===== config.mk =====
export PLATFORM = sky130hd
export DESIGN_NAME = hdmi_clk_sequencer
export DESIGN_NICKNAME = d
export VERILOG_FILES = /design/src/rtl/hdmi_clk_sequencer.sv
export SDC_FILE = /design/constraint.sdc
export NUM_CORES = 1
export LEC_CHECK = 0
export ABC_AREA = 1
export CORE_MARGIN = 2
export CORE_UTILIZATION = 55
export DETAILED_ROUTE_END_ITERATION = 12
export PLACE_DENSITY = 0.72
export REMOVE_ABC_BUFFERS = 1
export SYNTH_ARGS = -nofsm -noshare
export SYNTH_HDL_FRONTEND = slang
export SYNTH_SLANG_ARGS = --single-unit

===== constraint.sdc =====
create_clock -name clk -period 3.45 [get_ports clk]
set_clock_uncertainty 0.15 [all_clocks]
set_input_delay 0.69 -clock clk [delete_from_list [all_inputs] [get_ports clk]]
set_output_delay 0.69 -clock clk [all_outputs]
set_load 0.02 [all_outputs]

===== src/rtl/hdmi_clk_sequencer.sv =====
// Power-up / recovery sequencer for the HDMI PLL + CLKDIV pair, running on the crystal clock.
// Pulses PLL reset, qualifies lock, then releases divider and pixel-domain resets in order.
module hdmi_clk_sequencer #(
    parameter int unsigned RESET_CYCLES  = 16,
    parameter int unsigned LOCK_TIMEOUT  = 27000,
    parameter int unsigned STABLE_CYCLES = 2700,
    parameter int unsigned DIV_CYCLES    = 64,
    parameter int unsigned MAX_RETRY     = 7
) (
    input  logic       clk,
    input  logic       reset_n,
    input  logic       lock,
    input  logic       restart,
    output logic       pll_reset,
    output logic       div_resetn,
    output logic       video_reset_n,
    output logic       ready,
    output logic       fail,
    output logic [2:0] retry_count
);

    localparam int unsigned MAX_A   = (RESET_CYCLES > LOCK_TIMEOUT) ? RESET_CYCLES : LOCK_TIMEOUT;
    localparam int unsigned MAX_B   = (STABLE_CYCLES > DIV_CYCLES) ? STABLE_CYCLES : DIV_CYCLES;
    localparam int unsigned CNT_MAX = (MAX_A > MAX_B) ? MAX_A : MAX_B;
    localparam int unsigned CW      = $clog2(CNT_MAX + 1);

    typedef enum logic [2:0] {
        S_RESET_PLL,
        S_WAIT_LOCK,
        S_SETTLE,
        S_DIV_START,
        S_RUN
    } state_t;

    state_t          state_q, state_d;
    logic   [CW-1:0] cnt_q, cnt_d;
    logic   [CW-1:0] load_val;
    logic   [2:0]    retry_q, retry_d;
    logic            fail_q, fail_d;
    logic            lock_meta_q, lock_meta_d;
    logic            lock_s_q, lock_s_d;
    logic            pll_reset_q, pll_reset_d;
    logic            div_resetn_q, div_resetn_d;
    logic            video_reset_n_q, video_reset_n_d;
    logic            ready_q, ready_d;
    logic            inc_retry;
    logic            expired;

    always_comb begin
        lock_meta_d = lock;
        lock_s_d    = lock_meta_q;
        state_d     = state_q;
        retry_d     = retry_q;
        fail_d      = fail_q;
        inc_retry   = 1'b0;
        expired     = (cnt_q == CW'(1));
        cnt_d       = (cnt_q != '0) ? cnt_q - CW'(1) : cnt_q;

        if (restart) begin
            state_d = S_RESET_PLL;
            fail_d  = 1'b0;
        end else begin
            case (state_q)
                S_RESET_PLL: if (expired) state_d = S_WAIT_LOCK;
                S_WAIT_LOCK: begin
                    if (lock_s_q) begin
                        state_d = S_SETTLE;
                    end else if (expired) begin
                        state_d   = S_RESET_PLL;
                        inc_retry = 1'b1;
                    end
                end
                S_SETTLE: begin
                    if (!lock_s_q)    state_d = S_WAIT_LOCK;
                    else if (expired) state_d = S_DIV_START;
                end
                S_DIV_START: begin
                    if (!lock_s_q) begin
                        state_d   = S_RESET_PLL;
                        inc_retry = 1'b1;
                    end else if (expired) begin
                        state_d = S_RUN;
                    end
                end
                S_RUN: begin
                    if (!lock_s_q) begin
                        state_d   = S_RESET_PLL;
                        inc_retry = 1'b1;
                    end
                end
                default: state_d = S_RESET_PLL;
            endcase
        end

        // An increment that would pass MAX_RETRY raises fail instead of counting.
        if (inc_retry) begin
            if ({29'd0, retry_q} >= MAX_RETRY) fail_d  = 1'b1;
            else if (retry_q != 3'd7)          retry_d = retry_q + 3'd1;
        end

        case (state_d)
            S_RESET_PLL: load_val = CW'(RESET_CYCLES);
            S_WAIT_LOCK: load_val = CW'(LOCK_TIMEOUT);
            S_SETTLE:    load_val = CW'(STABLE_CYCLES);
            S_DIV_START: load_val = CW'(DIV_CYCLES);
            default:     load_val = '0;
        endcase

        if (restart || (state_d != state_q)) cnt_d = load_val;
        if (state_d == S_RUN && state_q != S_RUN) retry_d = '0;

        // Outputs are decoded from the next state so they register alongside it.
        pll_reset_d     = (state_d == S_RESET_PLL);
        div_resetn_d    = (state_d == S_DIV_START) || (state_d == S_RUN);
        video_reset_n_d = (state_d == S_RUN);
        ready_d         = (state_d == S_RUN);
    end

    always_ff @(posedge clk or negedge reset_n) begin
        if (!reset_n) begin
            lock_meta_q     <= 1'b0;
            lock_s_q        <= 1'b0;
            state_q         <= S_RESET_PLL;
            cnt_q           <= CW'(RESET_CYCLES);
            retry_q         <= '0;
            fail_q          <= 1'b0;
            pll_reset_q     <= 1'b1;
            div_resetn_q    <= 1'b0;
            video_reset_n_q <= 1'b0;
            ready_q         <= 1'b0;
        end else begin
            lock_meta_q     <= lock_meta_d;
            lock_s_q        <= lock_s_d;
            state_q         <= state_d;
            cnt_q           <= cnt_d;
            retry_q         <= retry_d;
            fail_q          <= fail_d;
            pll_reset_q     <= pll_reset_d;
            div_resetn_q    <= div_resetn_d;
            video_reset_n_q <= video_reset_n_d;
            ready_q         <= ready_d;
        end
    end

    assign pll_reset     = pll_reset_q;
    assign div_resetn    = div_resetn_q;
    assign video_reset_n = video_reset_n_q;
    assign ready         = ready_q;
    assign fail          = fail_q;
    assign retry_count   = retry_q;

endmodule


==> impl_metrics.json <==
{
  "status": "complete, no violations",
  "start_kind": "primary input",
  "cts_tree": "built",
  "synth_seq_cells": 27,
  "diodes": 0,
  "setup_viol": 0,
  "path_clk_slew_ns": 0.14,
  "ys_top_cells_by_count": "32 x nand2_1, 25 x dfrtp_1, 21 x nor2_1",
  "synth_largest_area_cell": "dfrtp_1",
  "power_mw": 1.24,
  "synth-main-ff-cell": "dfrtp_1",
  "initial_utilization_pct": 56.2,
  "placed_area_mm2": 0.00179,
  "maxSlewViolCount": 0,
  "die-area_mm2": 0.00350,
  "core_area_mm2": 0.00298,
  "cts_hold_buf": 0,
  "layout-drive-gt1-share_pct": 16.2,
  "synth_seq_area_share_pct": 40.5,
  "p_per_area_mw_per_mm2": 681,
  "fill_cells": 267,
  "syn_area_mm2": 0.00167,
  "cts_inserted_buffers": 3,
  "yosysTopAreaCellShare_pct": 37.4,
  "rows": 20,
  "ant_nets": 0,
  "fin_crit_sh_pct": 74.3,
  "fin_cells": 243,
  "slowest_stage": "nor2_2",
  "gr-usage-all-layers_pct": 22.1,
  "vdd_drop_max_uv": 406,
  "die_w_um": 59.2,
  "crit_family": "simple AND/OR/NAND/NOR gates",
  "whs_ns": 0.217,
  "die_h_um": 59.2,
  "via_count": 1376,
  "max_cap_viol_count": 0,
  "layout_min_cycle_time_ns": 2.56,
  "synthCells": 198,
  "grt_pass1_vias": 1290,
  "nets": 220,
  "cp.required_ns": 3.53,
  "clk_latency_ns": 0.33,
  "synth_cell_type_count": 31,
  "synth.avg_cell_area_um2": 8.46,
  "ys_top_cells_by_area": "dfrtp_1 37%, nand2_1 7.2%, xor2_1 6.3%",
  "area_delta_synth_final_pct": 8.59,
  "htreeDepth": 1,
  "dp_cells": 239,
  "design_area_mm2": 0.00182,
  "path_class": "primary input to flop",
  "path_cells": "clkdlybuf4s50_1, inv_1, nand3_1, nor2_2, a21oi_1, nor2_2, nand3_4, nor2_8, a21oi_1",
  "antenna_found_initial": 0,
  "root_buffer": "clkbuf_4",
  "cp_data_arrival_time_ns": 2.64,
  "timing.fmax_mhz": 390,
  "final_hold_viol_count": 0,
  "cts.repair.resized": 0,
  "setup_tns_ns": 0,
  "hpwl_mm": 2.63,
  "yosysMostFrequentCell": "nand2_1",
  "path_buf_inv": 2,
  "end_kind": "flop",
  "finalWeightedCongestion": 0.815,
  "grt_max_degree": 28,
  "finalWirelength_mm": 3.44,
  "critPathMaxStageDelay_ns": 0.42,
  "avgViaCountPerCell": 5.66,
  "fin_util_pct": 61.1,
  "hp-class": "flop to flop",
  "synth_warnings": 0,
  "worstPathMaxFanout": 11,
  "io_buffers": 11,
  "grt-ovfl-total": 0,
  "drt-initial-drc-count": 71,
  "drc": 0,
  "clockBufferDepth": 2,
  "wl_per_cell_um": 14.1,
  "clkSinkCount": 27,
  "design.portCount": 12,
  "dr.pass1.iters": 4,
  "rsz0062_at_grt": "no",
  "slew_headroom_pct": 63.4,
  "dp_slack_ns": 0.563,
  "worstMarginPinSlew_ns": 0.544,
  "ys_async_sr_fraction_pct": 100,
  "post_cts_buffers": 0,
  "fin_ws_ns": 0.887,
  "leakage_nw": 0.933,
  "grt_pass1_wl_mm": 5.81,
  "synth_edf_count": 0
}
[cells in the final DEF, fill, tap and decap left out, drive strengths merged]
cell	netlist	routed
nor3	4	4
clkdlybuf4s50	0	11
ha	5	5
nand3b	1	1
o31ai	1	1
a21oi	11	11
nand2	42	42
nor4	1	1
xor2	12	12
mux2i	1	1
nand4	12	12
o21ai	11	11
nor2	30	30
inv	23	23
buf	4	1
nand3	10	10
dfrtp	25	25
xnor2	3	3
clkbuf	0	4
dfstp	2	2
[routing by layer]
metal  share of wire, %  wire length, um  up-vias  global-route usage [%]
met5                  0                0        -                       0
met4                3.1              108        0                    11.0
met1                 43             1490      653                    29.4
met3                5.2              178       14                    2.40
met2                 48             1660       44                    35.7
li1                   -                -      665                       -
[state kept, by name, indices dropped and copies added (netlist names)]
register,flops
cnt_q,15
retry_count,3
ready,1
lock_meta_q,1
div_resetn,1
fail,1
lock_s_q,1
state_q,3
pll_reset,1
[power breakdown]
group	total (mW)	internal (mW)	switching, mW
Clock	0.138	0.0453	0.0924
Sequential	0.483	0.395	0.0880
Combinational	0.617	0.235	0.382
[final timing paths]
path | slack [ns] | endpoint | from | depth (start not counted)
setup / recovery | 0.89 | cnt_q[14] | restart | 9
hold / removal | 0.22 | lock_s_q | lock_meta_q | 0
setup reg to reg | 1.05 | cnt_q[14] | cnt_q[1] | 11
hold reg to reg | 0.22 | lock_s_q | lock_meta_q | 0
max in group asynchronous | 2.27 | pll_reset | reset_n | 2
min in group asynchronous | 0.58 | cnt_q[8] | reset_n | 2
[final cells by class]
class,count,area (um^2),share of cell area [%]
multi-input combinational,144,868,47.8
sequential,27,678,37.3
clock buffer,4,26.3,1.45
inverter,23,86.3,4.75
tap,33,41.3,2.27
timing repair buffer,12,118,6.47
[kinds of logic after synthesis]
| logic type | share of synthesized area [%] |
|---|---|
| AO/OA/AOI/OAI | 7.25 |
| XOR/XNOR | 7.85 |
| adder cells (fa/ha/maj) | 3.74 |
| buffers and inverters | 7.62 |
| flip-flops | 40.5 |
| multiplexers | 0.598 |
| AND/OR/NAND/NOR | 32.4 |
(Power assumes the default switching activity.)
